<file path="src/rtl/rr_sel_5ch.sv">
// Five-channel round-robin selector: one-entry buffer per channel feeding a registered output.
// Optional macro SEL_IDLE_EN drives selection to 3'd7 whenever out_valid is low.
module rr_sel_5ch #(
    parameter int WIDTH = 8
) (
    input  logic             clk,
    input  logic             reset,
    input  logic [4:0]       in_valid,
    input  logic [WIDTH-1:0] in_data0,
    input  logic [WIDTH-1:0] in_data1,
    input  logic [WIDTH-1:0] in_data2,
    input  logic [WIDTH-1:0] in_data3,
    input  logic [WIDTH-1:0] in_data4,
    output logic [4:0]       in_ready,
    output logic             out_valid,
    input  logic             out_ready,
    output logic [WIDTH-1:0] out_data,
    output logic [2:0]       selection
);

`ifdef SEL_IDLE_EN
    localparam logic [2:0] SEL_RESET = 3'd7;
`else
    localparam logic [2:0] SEL_RESET = 3'd0;
`endif

    logic [4:0]       full_r;
    logic [WIDTH-1:0] buf_r [5];
    logic [2:0]       ptr_r;
    logic             out_valid_r;
    logic [WIDTH-1:0] out_data_r;
    logic [2:0]       sel_r;

    logic [WIDTH-1:0] in_data_s [5];
    logic             out_free_s;
    logic             grant_s;
    logic             do_grant_s;
    logic [2:0]       grant_idx_s;

    // Addition modulo 5 for channel indices (operands are always 0..4).
    function automatic logic [2:0] mod5_add(input logic [2:0] a, input logic [2:0] b);
        logic [3:0] sum;
        sum = {1'b0, a} + {1'b0, b};
        if (sum >= 4'd5) begin
            sum = sum - 4'd5;
        end else begin
            sum = sum;
        end
        return sum[2:0];
    endfunction

    assign in_data_s[0] = in_data0;
    assign in_data_s[1] = in_data1;
    assign in_data_s[2] = in_data2;
    assign in_data_s[3] = in_data3;
    assign in_data_s[4] = in_data4;

    assign out_free_s = ~out_valid_r | out_ready;
    assign do_grant_s = out_free_s & grant_s;

    // Find the first full channel searching from ptr with wrap 4->0.
    always_comb begin
        grant_s     = 1'b0;
        grant_idx_s = 3'd0;
        for (int k = 0; k < 5; k++) begin
            if (!grant_s && full_r[mod5_add(ptr_r, 3'(k))]) begin
                grant_s     = 1'b1;
                grant_idx_s = mod5_add(ptr_r, 3'(k));
            end else begin
                grant_s     = grant_s;
                grant_idx_s = grant_idx_s;
            end
        end
    end

    // Per-channel holding buffers; accept only when empty, so accept and grant never collide.
    always_ff @(posedge clk or posedge reset) begin
        if (reset) begin
            full_r <= 5'b00000;
            for (int i = 0; i < 5; i++) begin
                buf_r[i] <= {WIDTH{1'b0}};
            end
        end else begin
            for (int i = 0; i < 5; i++) begin
                if (in_valid[i] && !full_r[i]) begin
                    full_r[i] <= 1'b1;
                    buf_r[i]  <= in_data_s[i];
                end else if (do_grant_s && (grant_idx_s == 3'(i))) begin
                    full_r[i] <= 1'b0;
                end
            end
        end
    end

    // Output register, selection code and round-robin pointer.
    always_ff @(posedge clk or posedge reset) begin
        if (reset) begin
            out_valid_r <= 1'b0;
            out_data_r  <= {WIDTH{1'b0}};
            sel_r       <= SEL_RESET;
            ptr_r       <= 3'd0;
        end else if (out_free_s) begin
            if (grant_s) begin
                out_valid_r <= 1'b1;
                out_data_r  <= buf_r[grant_idx_s];
                sel_r       <= grant_idx_s;
                ptr_r       <= mod5_add(grant_idx_s, 3'd1);
            end else begin
                out_valid_r <= 1'b0;
`ifdef SEL_IDLE_EN
                sel_r       <= 3'd7;
`endif
            end
        end
    end

    assign in_ready  = ~full_r;
    assign out_valid = out_valid_r;
    assign out_data  = out_data_r;
    assign selection = sel_r;

endmodule
</file>
<file path="config.mk">
export PLATFORM = sky130hd
export DESIGN_NAME = rr_sel_5ch
export DESIGN_NICKNAME = d
export VERILOG_FILES = /design/src/rtl/rr_sel_5ch.sv
export SDC_FILE = /design/constraint.sdc
export NUM_CORES = 1
export LEC_CHECK = 0
export BUFFER_PORTS_ARGS = -buffer_cell sky130_fd_sc_hd__buf_4
export CAP_MARGIN = 0
export CORE_ASPECT_RATIO = 0.75
export CORE_MARGIN = 3
export CORE_UTILIZATION = 64
export CTS_BUF_LIST = sky130_fd_sc_hd__clkbuf_4
export CTS_CLUSTER_DIAMETER = 200
export DETAILED_ROUTE_END_ITERATION = 7
export PLACE_DENSITY = 0.95
export SYNTH_ARGS = -nofsm -noshare
export SYNTH_HDL_FRONTEND = slang
export SYNTH_SLANG_ARGS = --single-unit
</file>
<file path="constraint.sdc">
create_clock -name clk -period 10.71 [get_ports clk]
set_input_delay 2.142 -clock clk [delete_from_list [all_inputs] [get_ports clk]]
set_output_delay 2.142 -clock clk [all_outputs]
set_load 0.1 [all_outputs]
</file>
==> impl_metrics.env <==
export IMPL_status="complete, no violations"
export IMPL_grt_max_degree=61
export IMPL_synthMostInstantiatedCell="dfrtp_1"
export IMPL_cts_root_buffer="clkbuf_4"
export IMPL_drive_gt1_share_pct=27.9
export IMPL_cp_data_arrival_time_ns=6.40
export IMPL_antenna_found_initial=0
export IMPL_hold_viol=0
export IMPL_synth_edf_count=0
export IMPL_cpMostUsedCell="ha_1"
export IMPL_synth_seq_area_share_pct=35.8
export IMPL_initial_core_util_pct=69.2
export IMPL_placed_cells=543
export IMPL_fmax_mhz=165
export IMPL_post_drt_wl_per_cell_um=20.1
export IMPL_die_w_um=99.5
export IMPL_cpMaxStageDelayCell="ha_1"
export IMPL_yosysWarnings=0
export IMPL_finalSetupViolCount=0
export IMPL_tightestPinTransition_ns=0.915
export IMPL_gp_congestion=0.962
export IMPL_cap_violations=0
export IMPL_grt_pass1_wl_um=17900
export IMPL_n_antenna_cell=0
export IMPL_slew_headroom_pct=38.9
export IMPL_nNetsFinal=538
export IMPL_die_y_um=76.2
export IMPL_grt_setup_unrepaired="false"
export IMPL_slew_violations=0
export IMPL_grt_util_met3_pct=7.87
export IMPL_drt_wl_total_um=11200
export IMPL_yosysTopAreaCellShare_pct=35.8
export IMPL_yosys_cell_types_count=65
export IMPL_row_count=24
export IMPL_grt_usage_pct=29.9
export IMPL_path_cells="inv_1 -> ha_1 -> mux2_2 -> o211ai_1 -> a21boi_1 -> or3_1 -> or4_1 -> a21o_1 -> a32oi_2 -> ha_1 -> ha_1 -> a21o_1 -> or3_1 -> a31o_1"
export IMPL_regToRegSetupSlack_ns=4.64
export IMPL_use_met2_pct=45.6
export IMPL_hold_class="reg2reg"
export IMPL_async_flop_share_pct=100
export IMPL_worstSetupPathType="reg2reg"
export IMPL_fillers=390
export IMPL_drtAntennaViolNets=0
export IMPL_grt_pass1_vias=3508
export IMPL_fin_tns_setup_ns=0
export IMPL_overflow=0
export IMPL_period_needed_ns=6.07
export IMPL_critPathMaxStageDelay_ns=0.85
export IMPL_syn_nets=497
export IMPL_cts_hold_buf=0
export IMPL_cts_htree_levels=3
export IMPL_drc=0
export IMPL_skew_ns=0.0171
export IMPL_clk_path_buf_depth=2
export IMPL_instances_no_fill=558
export IMPL_cp_end_kind="flip-flop"
export IMPL_dr_total_vias=3731
export IMPL_synth_area_sq_um=4200
export IMPL_io_pin_count=65
export IMPL_synth_common_cells="dfrtp_1 (60), mux2_2 (34), nand2_1 (26), inv_1 (24), a21oi_1 (19)"
export IMPL_syn_inst=435
export IMPL_area_delta_synth_final_pct=13.1
export IMPL_met1_usage_pct=41.8
export IMPL_synth_flop_cell="dfrtp_1"
export IMPL_finalCritPeriodShare_pct=56.7
export IMPL_cts_setup_buffers=0
export IMPL_clock_latency_ns=0.42
export IMPL_netlist_top_cells_area="dfrtp_1 (36%), mux2_2 (9.1%), mux2i_1 (4.3%)"
export IMPL_ys_ff_latch=60
export IMPL_via_per_inst=6.69
export IMPL_cts_resized_gates=0
export IMPL_cp_required_ns=11.04
export IMPL_cts_tree="built"
export IMPL_dieArea_sq_um=7580
export IMPL_numCtsBuffers=9
export IMPL_critPathMaxFanout=23
export IMPL_syn_avg_cell_area_sq_um=9.65
export IMPL_busiest_layer="met2"
export IMPL_dp_hpwl_um=8320
export IMPL_drt_pass1_iter_count=5
export IMPL_critPathLaunchType="flip-flop"
export IMPL_cts_sinks=60
export IMPL_port_buffer_count=64
export IMPL_yosysTopAreaCell="dfrtp_1"
export IMPL_coreArea_sq_um=6070
export IMPL_clk_pin_slew_ns=0.11
export IMPL_drt_initial_drc_count=496
-- per-layer routing --
| metal | part of all wire [%] | wire length (um) |
|---|---|---|
| met2 | 46 | 5130 |
| met4 | 2.1 | 233 |
| met1 | 41 | 4630 |
| met5 | 0 | 0 |
| met3 | 11 | 1230 |
-- path summary, 6_finish.rpt --
path | cells after the start | endpoint | from
worst min register to register | 1 | selection[2] | selection[2]
worst min-delay path | 1 | selection[2] | selection[2]
worst max register to register | 14 | ptr_r[1] | ptr_r[0]
max in group asynchronous | 3 | buf_r[11] | reset
worst max-delay path | 14 | ptr_r[1] | ptr_r[0]
min in group asynchronous | 3 | buf_r[27] | reset
-- registers in the layout, indices dropped and copies added (netlist names) --
register and count:
buf_r 40, out_valid 1, out_data 8, full_r 5, selection 3, ptr_r 3
-- layout make-up --
cell class | count | area [sq um] | share of cell area (%)
Multi-Input combinational cell | 313 | 2410 | 50.7
Sequential cell | 60 | 1500 | 31.6
Timing Repair Buffer | 66 | 495 | 10.4
Inverter | 26 | 97.6 | 2.06
Tap cell | 78 | 97.6 | 2.06
Clock inverter | 6 | 80.1 | 1.69
Clock buffer | 9 | 67.6 | 1.42
-- per-stage QoR --
step	util [%]	area (sq um)	hold WS [ns]	setup slack, ns
after detailed placement	75.8	4600	0.491	4.78
after floorplan	-	4200	0.477	5.71
after global placement	75.8	4600	0.463	5.05
after CTS	78.3	4750	0.515	4.77
final	78.3	4750	0.512	4.64
after global routing	78.3	4750	0.527	4.33
-- critical path: cells and delay by family (launching register included) --
kind                     cells  cell delay [ns]
AO/OA/AOI/OAI                6             1.35
adder cells (fa/ha/maj)      3             1.41
buffers and inverters        1             0.44
flip-flops                   1             0.79
multiplexers                 1             0.40
AND/OR/NAND/NOR              3             1.55
-- layout by cell type, fill, tap and decap left out, types with 5 or more instances in the layout --
cell type | synthesis | final
clkbuf_4 | 0 | 9
buf_4 | 2 | 66
mux2_2 | 34 | 34
nand2_1 | 26 | 26
o2111a_1 | 8 | 8
o211ai_2 | 6 | 6
dfrtp_1 | 60 | 60
o21ai_1 | 12 | 12
nor2_1 | 16 | 16
a31oi_1 | 11 | 11
a21oi_1 | 19 | 19
nor3_1 | 11 | 11
a21o_1 | 10 | 10
nand2b_1 | 7 | 7
nor2b_1 | 15 | 15
ha_1 | 13 | 13
mux2i_1 | 18 | 18
inv_1 | 24 | 23
o21ai_0 | 15 | 15
nand3b_1 | 5 | 5
or3_1 | 6 | 6
o211ai_1 | 7 | 7
a211oi_1 | 6 | 6
-- cell families (layout without fill, tap and decap cells) --
| kind of cell | Yosys count | count (layout) | share of synthesized area, % |
|---|---|---|---|
| AO/OA/AOI/OAI | 133 | 133 | 24.1 |
| AND/OR/NAND/NOR | 110 | 110 | 14.4 |
| buffers and inverters | 62 | 107 | 7.06 |
| flip-flops | 60 | 60 | 35.8 |
| multiplexers | 54 | 54 | 13.9 |
| adder cells (fa/ha/maj) | 14 | 14 | 4.35 |
| XOR/XNOR | 2 | 2 | 0.417 |
Power is left out: the tool's default activity adds up to more than one toggle a clock period on the data nets, which glitch-free logic cannot reach.
